<file path="src/rtl/pipe_stage_reg.sv">
// rtl/pipe_stage_reg.sv - elastic pipeline register with 2-entry skid buffer and flush
// Optional macro PIPE_STAGE_PERF_CNT_EN adds stall_cnt/beat_cnt performance counters.
module pipe_stage_reg #(
    parameter int              DATA_W     = 32,
    parameter int              NUM_FIELDS = 5,
    parameter logic [DATA_W-1:0] FLUSH_VAL = '0
) (
    input  logic                         clk,
    input  logic                         reset,
    input  logic                         in_valid,
    output logic                         in_ready,
    input  logic [NUM_FIELDS*DATA_W-1:0] in_data,
    input  logic                         flush,
    output logic                         out_valid,
    input  logic                         out_ready,
    output logic [NUM_FIELDS*DATA_W-1:0] out_data
`ifdef PIPE_STAGE_PERF_CNT_EN
    ,
    output logic [31:0]                  stall_cnt,
    output logic [31:0]                  beat_cnt
`endif
);

    localparam int BUS_W = NUM_FIELDS * DATA_W;
    localparam logic [BUS_W-1:0] FLUSH_BUS = {NUM_FIELDS{FLUSH_VAL}};

    logic             main_v, main_v_n;
    logic [BUS_W-1:0] main_d, main_d_n;
    logic             skid_v, skid_v_n;
    logic [BUS_W-1:0] skid_d, skid_d_n;
    logic             in_fire, out_fire;

    assign in_fire   = in_valid & in_ready;
    assign out_fire  = main_v & out_ready;
    assign out_valid = main_v;
    assign out_data  = main_d;

    // skid_v implies main_v, so an empty main never needs to drain the skid entry
    always_comb begin
        main_v_n = main_v;
        main_d_n = main_d;
        skid_v_n = skid_v;
        skid_d_n = skid_d;
        if (flush) begin
            main_v_n = 1'b0;
            skid_v_n = 1'b0;
            main_d_n = FLUSH_BUS;
            skid_d_n = FLUSH_BUS;
        end else if (!main_v) begin
            if (in_fire) begin
                main_d_n = in_data;
                main_v_n = 1'b1;
            end
        end else if (out_fire) begin
            if (skid_v) begin
                main_d_n = skid_d;
                skid_v_n = 1'b0;
            end else if (in_fire) begin
                main_d_n = in_data;
            end else begin
                main_v_n = 1'b0;
            end
        end else if (in_fire) begin
            skid_d_n = in_data;
            skid_v_n = 1'b1;
        end
    end

    always_ff @(posedge clk or posedge reset) begin
        if (reset) begin
            main_v   <= 1'b0;
            skid_v   <= 1'b0;
            main_d   <= FLUSH_BUS;
            skid_d   <= FLUSH_BUS;
            in_ready <= 1'b1;
        end else begin
            main_v   <= main_v_n;
            skid_v   <= skid_v_n;
            main_d   <= main_d_n;
            skid_d   <= skid_d_n;
            in_ready <= ~skid_v_n;
        end
    end

`ifdef PIPE_STAGE_PERF_CNT_EN
    // counters survive flush; only reset clears them
    always_ff @(posedge clk or posedge reset) begin
        if (reset) begin
            stall_cnt <= '0;
            beat_cnt  <= '0;
        end else begin
            if (main_v && !out_ready) stall_cnt <= stall_cnt + 32'd1;
            if (out_fire)             beat_cnt  <= beat_cnt + 32'd1;
        end
    end
`endif

endmodule
</file>
<file path="config.mk">
export PLATFORM = sky130hd
export DESIGN_NAME = pipe_stage_reg
export DESIGN_NICKNAME = d
export VERILOG_FILES = /design/src/rtl/pipe_stage_reg.sv
export SDC_FILE = /design/constraint.sdc
export NUM_CORES = 1
export LEC_CHECK = 0
export BUFFER_PORTS_ARGS = -buffer_cell sky130_fd_sc_hd__buf_2
export CAP_MARGIN = 20
export CORE_ASPECT_RATIO = 2
export CORE_MARGIN = 3
export CORE_UTILIZATION = 45
export CTS_CLUSTER_DIAMETER = 200
export DETAILED_ROUTE_END_ITERATION = 8
export PLACE_DENSITY = 0.7
export SLEW_MARGIN = 20
export SYNTH_ARGS = -nofsm -noshare
export SYNTH_HDL_FRONTEND = slang
export SYNTH_SLANG_ARGS = --single-unit
</file>
<file path="constraint.sdc">
create_clock -name clk -period 14 [get_ports clk]
set_input_delay 4.2 -clock clk [delete_from_list [all_inputs] [get_ports clk]]
set_output_delay 4.2 -clock clk [all_outputs]
set_load 0.03 [all_outputs]
</file>
After elaboration in Yosys (flattened, before gate mapping)
Cells that the tools add are included.
{ "totals": {"reg_bits": 323, "output_inout_bits": 162, "elab_cells": 31, "n_memories": 0, "latchBits": 0, "ramBits": 0, "romBits": 0} }
{ "op_classes": {"n_mul": 0, "div": 0, "shift": 0, "addsub": 0, "reduce_logical": 3, "muxes": 18, "bitwise_logic": 3, "n_eq_ne": 2, "magnitude_cmp": 0} }
{ "ops": {"columns": ["op", "n"], "rows": [
  ["2-to-1 mux 160 bit", 9],
  ["2-to-1 mux 1 bit", 9],
  ["nonzero test 2 bit", 2],
  ["inequality test 3 x 2 -> 1 bit (second input constant)", 1],
  ["AND reduction 3 bit", 1],
  ["AND 1 bit", 2],
  ["inequality test 2 bit (second input constant)", 1],
  ["inverter 1 bit", 1]
]} }

Longest topological paths before layout
Gate-level depths: netlist of the first run.
{ "logic_depth": {"word_depth": 6, "mapped_depth": 7, "depth_no_buf": 3} }

Worst setup path before layout of the first run
Ideal clock, no wire load.
{ "synth_path": {"path_kind": "input-to-reg", "start": "in flush", "end": "reg main_d[18] (netlist: out_data[18])", "setup_ps": 126, "n_path_buf": 4, "t_required_ps": 13874, "path_stages": 7, "arrival_time_ps": 5302, "path_slack_ps": 8572, "path_cell_list": "buf_4 and4b_1 buf_6 buf_6 buf_6 and2_1 a221o_1"} }
{ "synth_between": {"elab_chain_len": 1, "elab_cells_between_ends": 2} }
{ "synth_lines": {"columns": ["item", "line_no", "rtl"], "rows": [
  ["start: declaration", "13", "input logic flush,"],
  ["inequality test 3 x 2 -> 1 bit (no source line) or 2-to-1 mux 160 bit (tied branches)", null, null],
  ["end signal: assignment", "79", "main_d <= main_d_n;"],
  ["end: declaration", "28", "logic [BUS_W-1:0] main_d, main_d_n;"]
]} }
Parallel ways exist; a longest one is shown, timed or not.
A chain may end at the register's enable or synchronous reset.

Worst setup path after layout of the first run
{ "layout_path": {"start": "in out_ready", "end": "reg skid_d[10]"} }
{ "layout_between": {"elab_chain_len": 3} }
{ "layout_lines": {"columns": ["item", "line_no", "rtl"], "rows": [
  ["start: declaration", "15", "input logic out_ready,"],
  ["AND 1 bit", "34", "assign out_fire = main_v & out_ready;"],
  ["inequality test 2 bit (no source line)", null, null],
  ["AND reduction 3 bit (no source line)", null, null],
  ["end signal: assignment", "80", "skid_d <= skid_d_n;"],
  ["end: declaration", "30", "logic [BUS_W-1:0] skid_d, skid_d_n;"]
]} }
Every way passes these cells.

==> results of run 1 <==
[kinds of logic after synthesis]
family	Yosys count	share of synthesized area, %
and+or+nand+nor	167	8.29
buffers and inverters	90	3.91
AOI/OAI and AO/OA	328	24.2
DFF	323	63.6
[synth_stat cells, drive strengths merged (2+ instances only)]
| library cell | number |
|---|---|
| and2 | 161 |
| clkbuf | 26 |
| a221o | 160 |
| a21oi | 3 |
| dfrtp | 322 |
| buf | 63 |
| a211oi | 2 |
| a22o | 161 |
| nand2b | 2 |
[flip-flops by register name, indices dropped and copies added (netlist names)]
name and flops:
in_ready 1, out_data 160, out_valid 1, skid_d 160, skid_v 1
[stage by stage]
step / cells / util, % / instance area (µm²) / worst slack (ns)
6_report: 1563 / 55.9 / 15400 / 7.64
5_1_grt: 1563 / 55.9 / 15400 / 7.48
4_1_cts: 1562 / 55.8 / 15400 / 7.65
3_5_place_dp: 1510 / 52.2 / 14400 / 7.07
3_3_place_gp: 1509 / 52.1 / 14400 / 7.11
2_1_floorplan: 908 / - / 12700 / 0.860
[area by class of cell]
cell class	count	area [µm²]	share of cell area, %
repair buffers	340	1790	11.6
clock buffers	40	827	5.35
well taps	352	440	2.85
clock inverters	12	146	0.948
flip-flops and latches	323	8080	52.3
inverters	1	11.3	0.0729
multi-input cells	495	4150	26.9
[cells in the final DEF (no fill, tap or decap), types with 2 or more instances in the layout]
cell type     n
a22o_1      161
and2_1       74
clkbuf_8      6
a21oi_1       2
a221o_1     160
buf_4        11
and2_0       87
buf_16        2
nand2b_1      2
clkinv_2      5
clkinvlp_4    3
bufinv_16     3
clkbuf_16    29
buf_2       326
clkbuf_1      5
dfrtp_1     322
[power by group through the flow]
stage	sequential, mW	clock (mW)	combinational (mW)
detailed placement	1.02	0	0.250
floorplan	1.08	0	0.0883
global placement	1.02	0	0.244
global route	1.01	0.877	0.264
finish	1.00	0.818	0.247
CTS	1.00	0.838	0.249
[per-layer routing]
layer  vias to the layer above  global-route usage, %
met2                       368                   36.6
met3                        59                   4.56
met4                         4                   8.13
met5                         -                      0
met1                      4649                   28.2
li1                       4061                      -
[worst paths after layout]
path	startpoint	to	slack, ns	cells after the start
max reg2reg	out_valid$_DFF_PP0_	skid_d[10]$_DFFE_PP0P_	10.93	5
min reg2reg	skid_d[154]$_DFFE_PP0P_	skid_d[154]$_DFFE_PP0P_	0.49	1
min in group asynchronous	reset	skid_d[105]$_DFFE_PP0P_	3.81	2
min	skid_d[154]$_DFFE_PP0P_	skid_d[154]$_DFFE_PP0P_	0.49	1
max in group asynchronous	reset	skid_d[5]$_DFFE_PP0P_	8.59	4
max	out_ready	skid_d[10]$_DFFE_PP0P_	7.64	6
==> load_flow_metrics.sql, run 1 <==
INSERT INTO impl_metrics (metric_group, metric, value, unit) VALUES
('floorplan', 'rows', '86', ''),
('drt', 'routed.top_layer', 'met5', ''),
('sta', 'timing.hold.ws', '0.490', 'ns'),
('final_layout', 'fill_cells', '2257', ''),
('worst_setup_path', 'worstPathCellList', 'buf_2, nand2b_1, o21ba_4, buf_4, buf_4, a22o_1', ''),
('drt', 'drt_drc_violations_left', '0', ''),
('synth', 'post_synth_instance_area', '12700', 'µm²'),
('worst_setup_path', 'crit_fanout', '58', ''),
('synth', 'post_synth_edffs', '0', ''),
('sta', 'pin_slew_with_the_least_headroom_to_its_limit', '1.10', 'ns'),
('worst_hold_path', 'worst_min_delay_path_category', 'flop to flop', ''),
('floorplan', 'die_w', '125', 'µm'),
('pwr', 'pwr_density_cell', '134', 'nW/µm²'),
('drt', 'routed_wl', '33900', 'µm'),
('pwr', 'p_clk_share', '39.6', '%'),
('cts', 'cts_resized', '0', ''),
('synth', 'syn_inst', '908', ''),
('final_layout', 'n_antenna_cell', '0', ''),
('worst_setup_path', 'critical_path.startpoint_type', 'input pin', ''),
('cts', 'cts_root_buffer', 'clkbuf_16', ''),
('sta', 'finalHoldViolations', '0', ''),
('drt', 'num_vias', '9141', ''),
('worst_setup_path', 'crit_required', '14.48', 'ns'),
('place', 'final_replace_weighted_congestion', '0.778', ''),
('synth', 'synth.ff_latch_count', '323', ''),
('drt', 'detail_route.wl_per_cell', '21.7', 'µm'),
('sta', 'max_slew_margin', '26.8', '%'),
('pwr', 'switching_part_of_the_total', '26.3', '%'),
('cts', 'cts-htree-levels', '1', ''),
('synth', 'yosysSeqAreaShare', '63.6', '%'),
('pwr', 'internal_power', '1.52', 'mW'),
('worst_setup_path', 'worst_path_dominant_cell_family', 'buffers and inverters', ''),
('drt', 'avgViaCountPerCell', '5.85', ''),
('floorplan', 'placeableCoreArea', '27700', 'µm²'),
('sta', 'max_freq', '157', 'MHz'),
('final_layout', 'final_net_count', '1355', ''),
('cts', 'tritoncts_sinks', '323', ''),
('final_layout', 'final_layout_size_suffix_gt1_share', '32.5', '%'),
('synth', 'synth_top_area_share', '63.4', '%'),
('cts', 'num_cts_buffers', '29', ''),
('cts', 'clkLatencyLatePin', '0.55', 'ns'),
('global_routing', 'via_count_of_the_first_global_routing_pass', '9685', ''),
('cts', 'postCtsHoldBufs', '0', ''),
('synth', 'synth.distinct_cells', '22', ''),
('drt', 'drc_violation_total_after_the_first_tritonroute_iteration', '668', ''),
('status', 'run_status', 'completed', ''),
('worst_setup_path', 'critical_path.max_stage_delay', '0.67', 'ns'),
('pwr', 'max_ir_drop_vdd', '0.100', 'mV'),
('worst_setup_path', 'critPathMostFrequentCell', 'buf_4', ''),
('sta', 'final.setup_skew', '0.0153', 'ns'),
('sta', 'fin_crit_sh', '45.4', '%'),
('synth', 'syn-num-nets', '1073', ''),
('drt', 'drt-met1-wl', '13300', 'µm'),
('sta', 'setup-violations-final', '0', ''),
('pwr', 'pwr-share-seq', '48.5', '%'),
('place', 'place.detailed.hpwl', '20900', 'µm'),
('floorplan', 'design.die.area', '30400', 'µm²'),
('synth', 'async_reset_ff_share', '100', '%'),
('place', 'port_buffers', '326', ''),
('global_routing', 'global_route.usage.total', '21.9', '%'),
('cts', 'clock_transition_at_the_registers_of_the_reported_paths', '0.07', 'ns'),
('worst_setup_path', 'worstSetupEndpointType', 'flop', ''),
('worst_setup_path', 'criticalPathCategory', 'input pin to flop', ''),
('sta', 'timing.final.max_slew_violations', '0', ''),
('pwr', 'combinationalPowerShare', '11.9', '%'),
('synth', 'synth.yosys.warnings', '0', ''),
('pwr', 'switchingPower', '0.544', 'mW'),
('worst_setup_path', 'critPathBufInv', '3', ''),
('floorplan', 'die_height', '244', 'µm'),
('synth', 'synth.top_cells.by_area', 'dfrtp_1, a221o_1, a22o_1', ''),
('drt', 'met2RoutedLength', '17200', 'µm');
Note: power is estimated with default switching activity, not from simulation.
==> run 2, diff against run 1 <==
Clock period 14 ns to 6.1 ns, I/O delays scaled along.
==> load_flow_metrics.sql, run 2 (same netlist as run 1, synthesis figures left out) <==
INSERT INTO impl_metrics (metric_group, metric, value, unit) VALUES
('floorplan', 'die_height', '244', 'µm'),
('place', 'post-place-cells', '1512', ''),
('worst_setup_path', 'crit_required', '6.58', 'ns'),
('floorplan', 'die_w', '125', 'µm'),
('final_layout', 'final_layout_size_suffix_gt1_share', '32.7', '%'),
('place', 'final_replace_weighted_congestion', '0.814', ''),
('sta', 'pin_slew_with_the_least_headroom_to_its_limit', '1.03', 'ns'),
('global_routing', 'grt_remaining_overflow', '0', ''),
('drt', 'drc_violation_total_after_the_first_tritonroute_iteration', '591', ''),
('place', 'placement.cell_area', '14500', 'µm²'),
('worst_setup_path', 'worst_path_dominant_cell_family', 'compound AO/OA/AOI/OAI gates', ''),
('drt', 'avgViaCountPerCell', '5.82', ''),
('place', 'place.detailed.hpwl', '21400', 'µm'),
('final_layout', 'most-common-layout-cells', 'buf_2, dfrtp_1, a22o_1', ''),
('worst_setup_path', 'critical_path.startpoint_type', 'input pin', ''),
('cts', 'num_cts_buffers', '28', ''),
('cts', 'cts_resized', '0', ''),
('floorplan', 'start_util', '45.9', '%'),
('floorplan', 'design.die.area', '30400', 'µm²'),
('sta', 'setup-violations-final', '0', ''),
('pwr', 'max_ir_drop_vdd', '0.237', 'mV'),
('cts', 'cts_root_buffer', 'clkbuf_16', ''),
('flow_run', 'max_cap_viols', '0', ''),
('worst_setup_path', 'worstPathCellList', 'buf_2, nand2b_1, o21ba_4, buf_4, a22o_1', ''),
('global_routing', 'initial_antenna_violation_count', '9', ''),
('cts', 'clock_transition_at_the_registers_of_the_reported_paths', '0.07', 'ns'),
('place', 'port_buffers', '326', ''),
('drt', 'first_pass_iters', '4', ''),
('floorplan', 'num_io_pins', '327', ''),
('sta', 'finalHoldViolations', '0', ''),
('worst_hold_path', 'worst_min_delay_path_category', 'flop to flop', ''),
('sta', 'rsz0062_at_grt', 'false', ''),
('worst_setup_path', 'criticalPathCategory', 'input pin to flop', ''),
('drt', 'drt_drc_violations_left', '0', ''),
('cts', 'clockBufferDepth', '3', ''),
('worst_setup_path', 'critPathBufInv', '2', ''),
('final_layout', 'final-instance-count-excl-fill', '1570', ''),
('global_routing', 'grt_pass1_wl', '54500', 'µm'),
('sta', 'timing.final.max_slew_violations', '0', ''),
('sta', 'timing.hold.ws', '0.491', 'ns'),
('pwr', 'cellLeakagePower', '7.95', 'nW'),
('pwr', 'pwr_density_cell', '310', 'nW/µm²'),
('sta', 'fin_tns_setup', '0', 'ns'),
('worst_setup_path', 'cpMaxStageDelayCell', 'o21ba_4', ''),
('sta', 'max_slew_margin', '31.5', '%'),
('global_routing', 'via_count_of_the_first_global_routing_pass', '9542', ''),
('drt', 'detail_route.wl_per_cell', '21.5', 'µm'),
('drt', 'num_vias', '9142', ''),
('cts', 'tritoncts_sinks', '323', ''),
('drt', 'routed_wl', '33800', 'µm'),
('global_routing', 'largest_net_degree_at_the_start_of_global_routing', '180', ''),
('pwr', 'fin_total_pwr', '4.81', 'mW'),
('cts', 'tritoncts', 'built', ''),
('cts', 'cts-htree-levels', '1', ''),
('floorplan', 'rows', '86', ''),
('worst_setup_path', 'worstSetupEndpointType', 'flop', ''),
('sta', 'period_minus_slack', '3.44', 'ns'),
('worst_setup_path', 'crit_fanout', '72', ''),
('floorplan', 'placeableCoreArea', '27700', 'µm²'),
('global_routing', 'global_route.usage.total', '21.9', '%'),
('final_layout', 'area_growth_syn_to_layout', '22.0', '%'),
('final_layout', 'final_net_count', '1355', ''),
('final_layout', 'layout_commonest_cell', 'buf_2', ''),
('sta', 'final.setup_skew', '0.0106', 'ns'),
('cts', 'cts_setup_buffers', '0', ''),
('final_layout', 'postLayoutCellArea', '15500', 'µm²'),
('cts', 'postCtsHoldBufs', '0', ''),
('status', 'run_status', 'completed', ''),
('sta', 'max_freq', '290', 'MHz'),
('worst_setup_path', 'critical_path.max_stage_delay', '0.85', 'ns'),
('sta', 'fin_crit_sh', '56.5', '%'),
('worst_setup_path', 'worst-endpoint-arrival', '3.92', 'ns'),
('cts', 'clkLatencyLatePin', '0.54', 'ns'),
('drt', 'final_antenna_net_count', '0', '');
[run 2: metal layers]
layer / global-route usage, % / up-vias / wire [µm]
li1: - / 4073 / -
met1: 28.8 / 4680 / 13600
met2: 35.3 / 304 / 16800
met3: 4.10 / 79 / 1930
met4: 9.88 / 6 / 1440
met5: 0 / - / 41
[run 2: area by class of cell]
cell class	count	area (µm²)
clock buffers	39	823
clock inverters	13	196
well taps	352	440
diodes	6	15.0
inverters	1	7.51
fillers	2297	12200
flip-flops and latches	323	8080
repair buffers	341	1780
multi-input cells	495	4150
[run 2: where the power goes]
group          internal [mW]  total (mW)  switching, mW  leakage [nW]
sequential              2.24        2.30         0.0599          4.40
clock                   1.16        1.95          0.790         0.504
combinational          0.181       0.563          0.382          3.05
total                   3.58        4.81           1.23          7.95
[run 2: through the flow]
| step | setup slack, ns | utilization (%) |
|---|---|---|
| after floorplan | -0.0379 | - |
| after global routing | 2.53 | 56.0 |
| final | 2.66 | 56.0 |
| after CTS | 2.68 | 56.0 |
| after global placement | 2.18 | 52.3 |
| after detailed placement | 2.10 | 52.3 |
[run 2: worst register-to-register path: cells and delay by family (launching register included)]
family,cells,cell delay (ns)
AOI/OAI and AO/OA,2,1.07
buffers and inverters,1,0.61
DFF,1,0.50
and+or+nand+nor,1,0.29
[run 2: worst paths after layout]
kind                                   startpoint  cells past startpoint  slack (ns)                  endpoint
max                                     out_ready                      5        2.66   skid_d[144]$_DFFE_PP0P_
min                        skid_d[19]$_DFFE_PP0P_                      1        0.49    skid_d[19]$_DFFE_PP0P_
max reg2reg                   out_valid$_DFF_PP0_                      4        3.58   skid_d[144]$_DFFE_PP0P_
min reg2reg                skid_d[19]$_DFFE_PP0P_                      1        0.49    skid_d[19]$_DFFE_PP0P_
max in group asynchronous                   reset                      3        3.74    skid_d[16]$_DFFE_PP0P_
min in group asynchronous                   reset                      3        1.48  out_data[77]$_DFFE_PP0P_
